File: src/rtl/bin_to_bcd3_led7.sv
// ---------------------------------------------------------------------------
// bin_to_bcd3_led7
//   Registered display back end for the minute/second counter. Converts a
//   6-bit binary count (0-63) into two BCD digits with a shift-add-3 network
//   and drives two active-low 7-segment digits. Both outputs are registered
//   and update together with one cycle of latency.
//
//   Ports:
//     clk    in   1   system clock, rising edge
//     reset  in   1   synchronous, active-high reset
//     bin    in   6   binary value to display, 0-63
//     bcd    out  8   registered BCD value {tens[7:4], units[3:0]}
//     seg    out  14  registered segments, active-low
//                     {tens[13:7], units[6:0]}, bit 0 = a ... bit 6 = g
//
//   Build option:
//     BIN_TO_BCD3_LEADING_ZERO_BLANK_EN - blank the tens digit when it is 0.
//     The bcd output is unaffected by this option.
// ---------------------------------------------------------------------------

// Single-digit active-low 7-segment decoder; nibbles 10-15 show blank.
//   i_nibble  in   4   BCD digit
//   o_seg_c   out  7   active-low segments, bit 0 = a ... bit 6 = g
module bin_to_bcd3_led7_dec (
  input  logic [3:0] i_nibble,
  output logic [6:0] o_seg_c
);

  always_comb begin
    o_seg_c = 7'h7F;
    case (i_nibble)
      4'd0:    o_seg_c = 7'h40;
      4'd1:    o_seg_c = 7'h79;
      4'd2:    o_seg_c = 7'h24;
      4'd3:    o_seg_c = 7'h30;
      4'd4:    o_seg_c = 7'h19;
      4'd5:    o_seg_c = 7'h12;
      4'd6:    o_seg_c = 7'h02;
      4'd7:    o_seg_c = 7'h78;
      4'd8:    o_seg_c = 7'h00;
      4'd9:    o_seg_c = 7'h10;
      default: o_seg_c = 7'h7F;
    endcase
  end

endmodule

module bin_to_bcd3_led7 (
  input  logic        clk,
  input  logic        reset,
  input  logic [5:0]  bin,
  output logic [7:0]  bcd,
  output logic [13:0] seg
);

  localparam int unsigned BIN_W = 6;
  localparam int unsigned BCD_W = 8;
  localparam int unsigned SEG_W = 7;
  localparam int unsigned DD_W  = BCD_W + BIN_W;

  logic [DD_W-1:0]  w_dd;
  logic [BCD_W-1:0] w_bcd;
  logic [SEG_W-1:0] w_seg_units;
  logic [SEG_W-1:0] w_seg_tens_raw;
  logic [SEG_W-1:0] w_seg_tens;

  logic [BCD_W-1:0]   r_bcd;
  logic [2*SEG_W-1:0] r_seg;

  // Double dabble: working register is {tens, units, bin}; before each left
  // shift, any BCD digit >= 5 gets +3 so the shift carries into the next digit.
  always_comb begin
    w_dd = {BCD_W'(0), bin};
    for (int unsigned i = 0; i < BIN_W; i++) begin
      if (w_dd[9:6] >= 4'd5)   w_dd[9:6]   = w_dd[9:6]   + 4'd3;
      if (w_dd[13:10] >= 4'd5) w_dd[13:10] = w_dd[13:10] + 4'd3;
      w_dd = {w_dd[DD_W-2:0], 1'b0};
    end
  end

  assign w_bcd = w_dd[DD_W-1:BIN_W];

  bin_to_bcd3_led7_dec u_dec_units (
    .i_nibble (w_bcd[3:0]),
    .o_seg_c  (w_seg_units)
  );

  bin_to_bcd3_led7_dec u_dec_tens (
    .i_nibble (w_bcd[7:4]),
    .o_seg_c  (w_seg_tens_raw)
  );

  // Optional leading-zero blanking of the tens digit.
`ifdef BIN_TO_BCD3_LEADING_ZERO_BLANK_EN
  assign w_seg_tens = (w_bcd[7:4] == 4'd0) ? 7'h7F : w_seg_tens_raw;
`else
  assign w_seg_tens = w_seg_tens_raw;
`endif

  // Output registers: both load every edge so bcd and seg always agree.
  always_ff @(posedge clk) begin
    if (reset) begin
      r_bcd <= 8'h00;
      r_seg <= 14'h3FFF;
    end else begin
      r_bcd <= w_bcd;
      r_seg <= {w_seg_tens, w_seg_units};
    end
  end

  assign bcd = r_bcd;
  assign seg = r_seg;

endmodule

File: config.mk
export PLATFORM = sky130hd
export DESIGN_NAME = bin_to_bcd3_led7
export DESIGN_NICKNAME = d
export VERILOG_FILES = /design/src/rtl/bin_to_bcd3_led7.sv
export SDC_FILE = /design/constraint.sdc
export NUM_CORES = 1
export LEC_CHECK = 0
export CORE_MARGIN = 1
export CORE_UTILIZATION = 49
export DETAILED_ROUTE_END_ITERATION = 10
export GPL_TIMING_DRIVEN = 0
export HOLD_SLACK_MARGIN = 0.03
export PLACE_DENSITY = 0.79
export SLEW_MARGIN = 20
export SYNTH_ARGS = -nofsm -noshare
export SYNTH_HDL_FRONTEND = slang
export SYNTH_SLANG_ARGS = --single-unit
File: constraint.sdc
create_clock -name clk -period 3.97 [get_ports clk]
set_input_delay 0.5955 -clock clk [delete_from_list [all_inputs] [get_ports clk]]
set_output_delay 0.5955 -clock clk [all_outputs]
set_load 0.02 [all_outputs]
# After elaboration in Yosys (flattened, before gate mapping)
# Memories as Yosys holds them, arrays and structs flattened. A register that Yosys moved wholly into a read port is not among the register bits.
# Index checks and enable logic that the tools add are counted.
[totals] inputBits=8 memories=2 out_inout_bits=22 wordCells=13 regBits=8 rom_bits=224
[memory_table] memory="(no name shown)" words=16 width=7 rd=1 rd_clocked_by_memory_dff=1 wr=0 line="31" text="case (i_nibble)"
[memory_table] memory="(no name shown)" words=16 width=7 rd=1 rd_clocked_by_memory_dff=1 wr=0 line="31"
[op_classes] order_cmp=3 muxes=3 addsub=3
[ops] cell="2-to-1 mux 4 bit" n=3
[ops] cell="adder 4 x 2 -> 4 bit, second input constant" n=2
[ops] cell=">= comparator 4 x 3 -> 1 bit, second input constant" n=2
[ops] cell="adder 3 x 2 -> 4 bit, second input constant" n=1
[ops] cell=">= comparator 3 bit, second input constant" n=1

# Longest topological paths before layout
[logic_depth] ltp_word=6 ltp_mapped=15

# Cells and area by module
# A second synthesis with hierarchy kept.
[unflattened] hier_cells=161 hier_area_um2=1420.1
[by_module_without_submodules] module="bin_to_bcd3_led7" seq_area_each_um2=420.4 cells_per_inst=97 area_each_um2=1009.7 instances=1
[by_module_without_submodules] module="bin_to_bcd3_led7_dec at u_dec_units" seq_area_each_um2=0.0 cells_per_inst=33 area_each_um2=210.2 instances=1
[by_module_without_submodules] module="bin_to_bcd3_led7_dec at u_dec_tens" seq_area_each_um2=0.0 cells_per_inst=31 area_each_um2=200.2 instances=1

# Worst setup path after synthesis
# No wires, ideal clock.
[synth_path] path_kind="input to register" startpoint="in bin[4]" endpoint="reg r_seg[5], in the netlist seg[5]" arrival_ps=3334 stages=14 slack_ps=522 path_cell_list="inv_1 > ha_1 > o21ai_1 > xnor2_2 > ha_1 > nand2b_1 > a32oi_4 > mux2i_1 > o21ai_0 > o21ai_0 > inv_1 > ha_1 > or3_1 > a21o_1"
[synth_via] elab_chain_cells=6 word_cells_on_any_way=9
[synth_lines] item="from (decl)" line="51" text="input logic [5:0] bin,"
[synth_lines] item="adder 3 x 2 -> 4 bit / >= comparator 3 bit (equally long branches)" line="75" text="if (w_dd[9:6] >= 4'd5) w_dd[9:6] = w_dd[9:6] + 4'd3;"
[synth_lines] item="2-to-1 mux 4 bit *" line="75"
[synth_lines] item="adder 4 x 2 -> 4 bit / >= comparator 4 x 3 -> 1 bit (equally long branches)" line="75"
[synth_lines] item="2-to-1 mux 4 bit *" line="75"
[synth_lines] item=">= comparator 4 x 3 -> 1 bit / adder 4 x 2 -> 4 bit (equally long branches)" line="75"
[synth_lines] item="2-to-1 mux 4 bit *" line="75"
[synth_lines] item="to (decl)" line="68" text="logic [2*SEG_W-1:0] r_seg;"
# Every way passes the cells marked *; elsewhere a longest branch is shown, timed or not.
# A chain may end at the register's enable or synchronous reset.

# Final worst setup path
[layout_path] startpoint="in bin[3]" endpoint="reg r_seg[5], in the netlist seg[5]"
[layout_via] elab_chain_cells=6 word_cells_on_any_way=9
[layout_lines] item="adder 3 x 2 -> 4 bit / >= comparator 3 bit (equally long branches)" line="75"
[layout_lines] item="2-to-1 mux 4 bit *" line="75"
[layout_lines] item="adder 4 x 2 -> 4 bit / >= comparator 4 x 3 -> 1 bit (equally long branches)" line="75"
[layout_lines] item="2-to-1 mux 4 bit *" line="75"
[layout_lines] item="adder 4 x 2 -> 4 bit / >= comparator 4 x 3 -> 1 bit (equally long branches)" line="75"
[layout_lines] item="2-to-1 mux 4 bit *" line="75"
# Marked as above.

==> flow_summary.json <==
{
  "place_inst": 194,
  "grt_pass1_wl_um": 4580,
  "yosysTopAreaCell": "dfxtp_1",
  "die_y_um": 52.4,
  "first_pass_iters": 4,
  "synthCells": 140,
  "synth.area.top_cells": "dfxtp_1 (34%), ha_1 (7.0%), nand2_1 (3.6%)",
  "num_antenna_cells": 0,
  "max-slew-margin-rel": 0.659,
  "multi_input_area_um2": 746,
  "synth_top_area_share": 0.338,
  "drive_gt1_frac": 0.133,
  "nFillCells": 193,
  "drv_slew": 0,
  "cts_root_buf": "clkbuf_4",
  "cap_violations": 0,
  "htreeDepth": 1,
  "cts_tree": "built",
  "path_cells": "clkdlybuf4s50_1, ha_1, o21ai_1, xnor2_2, ha_1, nand2b_1, a32oi_4, mux2i_2, o21ai_0, o21ai_1, inv_1, ha_1, or3_1, a21o_1",
  "synthTopCellsByCount": "dfxtp_1 (21), nand2_1 (12), nor2_1 (11)",
  "syn_area_per_cell_um2": 8.87,
  "cp_max_fo": 6,
  "cts_made_buffers": 3,
  "synth-seq-area-share": 0.338,
  "syn_to_final_growth_pct": 28.3,
  "dieArea_um2": 2740,
  "worstSetupPathType": "in -> reg",
  "slowest_delay_ns": 0.55,
  "gr-usage-all-layers": 0.226,
  "drt_iter0_markers": 40,
  "start_util": 0.541,
  "critPathTopFamily": "compound AO/OA/AOI/OAI gates",
  "row_count": 17,
  "synth.most_common_cell": "dfxtp_1",
  "route.detailed.drc": 0,
  "fmax_mhz": 266,
  "io_buffers": 26,
  "clockBufferDepth": 2,
  "hold_viol": 0,
  "timing.hold.ws_ns": 0.657,
  "power_w": 0.000643,
  "vias": 1159,
  "power.density_nw_per_um2": 404,
  "ys.flop_type": "dfxtp_1",
  "place.gp.congestion": 0.823,
  "leakage_nw": 0.666,
  "cp.required_ns": 4.18,
  "yosysWarnings": 0,
  "dp_hpwl_um": 2090,
  "synth_nets": 155,
  "synth-edff-count": 0,
  "period_needed_ns": 3.77,
  "startpoint_type": "primary input",
  "irDropWorstVdd_mv": 0.296,
  "totalWireLength_um": 2750,
  "fin_setup_tns_ns": 0,
  "fin_crit_sh": 0.949,
  "fin_cells": 201,
  "finalSetupViolCount": 0,
  "syn-cell-area_um2": 1240,
  "grt_max_degree": 13,
  "ys_seq_elements": 21,
  "top_level_ports": 30,
  "yosysUniqueCellTypes": 49,
  "antenna_found_initial": 0,
  "core_um2": 2300,
  "worstPathArrival_ns": 3.97,
  "grt_pass1_vias": 1051,
  "end_kind": "flip-flop",
  "rsz0062_at_grt": "false",
  "nets": 189,
  "crit_slowest_cell": "clkdlybuf4s50_1",
  "worst_pin_slew_ns": 0.508,
  "viasPerCell": 5.77,
  "seqCellArea_um2": 420,
  "status": "complete, no violations",
  "cp.buffers_inverters": 2,
  "wl_per_cell_um": 13.7,
  "clkTransAtPathRegs_ns": 0.11,
  "die_w_um": 52.4,
  "clkSinkCount": 21,
  "cpMostUsedCell": "ha_1",
  "synthArstFlopShare": 0,
  "ant_nets": 0,
  "cts_hold_buffers": 0,
  "hold_path.class": "in -> reg",
  "gr-total-overflow": 0
}
-- layer usage --
layer	track usage	share of wire	vias up
met5	0	0	-
met4	0.105	0.025	0
met3	0.0377	0.053	10
met2	0.414	0.51	45
met1	0.250	0.42	535
li1	-	-	569
-- timing repair --
action,4_1_cts,5_1_grt
buffers inserted,3,0
pin swaps,2,0
endpoints found under the hold margin,0,0
resized for setup,2,1
endpoints found under the setup margin,6,7
-- layout make-up --
cell class	count	area share
buffer	7	0.0290
timing repair buffer	29	0.179
clock buffer	3	0.0141
clock inverter	1	0.00314
sequential	21	0.264
multi-input combinational	103	0.468
inverter	9	0.0212
tap	28	0.0220
-- through the flow --
| stage | util | cell area (um2) | setup slack, ns |
|---|---|---|---|
| final | 0.694 | 1590 | 0.204 |
| after global routing | 0.694 | 1590 | 0.00695 |
| after CTS | 0.693 | 1590 | 0.0163 |
| after detailed placement | 0.669 | 1540 | -0.584 |
| after global placement | 0.669 | 1540 | -0.409 |
| after floorplan | - | 1240 | 0.522 |
-- cell usage in the layout, fill, tap and decap left out, types with 3 or more instances in the layout --
cell and count:
a211o_1 3, a21oi_1 5, buf_4 4, clkbuf_1 3, clkbuf_4 3, clkdlybuf4s50_1 25
dfxtp_1 21, ha_1 7, inv_1 8, nand2_1 12, nand3_1 4, nor2_1 11
nor2b_1 3, nor3_1 4, o21ai_0 4, o21ai_1 5, or3_1 6
-- registers in the layout, summed over array words and instances (netlist names) --
register	count
bcd	7
seg	14
-- power breakdown --
part,internal [W],total (W),switching [W],leakage (nW)
logic,0.000132,0.000298,0.000165,0.472
registers,0.000242,0.000250,0.00000738,0.175
clock network,0.0000375,0.0000963,0.0000588,0.0177
total,0.000412,0.000643,0.000231,0.666
-- cells by family after synthesis --
group,synth area share
compound gates,0.259
xor+xnor,0.0403
fa+ha+maj,0.0705
buf+inv,0.0644
flops,0.338
mux,0.0342
other cells,0.00302
simple gates,0.190
-- path summary, 6_finish.rpt --
kind / from / endpoint / slack (ns) / cells past startpoint
worst max-delay path: bin[3] / seg[5]$_SDFF_PP1_ / 0.20 / 14
worst min-delay path: bin[5] / bcd[6]$_SDFF_PP0_ / 0.66 / 3
-- tightest hold or removal path, delay by kind of cell --
kind | cells | cell delay (ns)
simple gates | 2 | 0.19
buf+inv | 1 | 0.12
(Power assumes the default switching activity.)
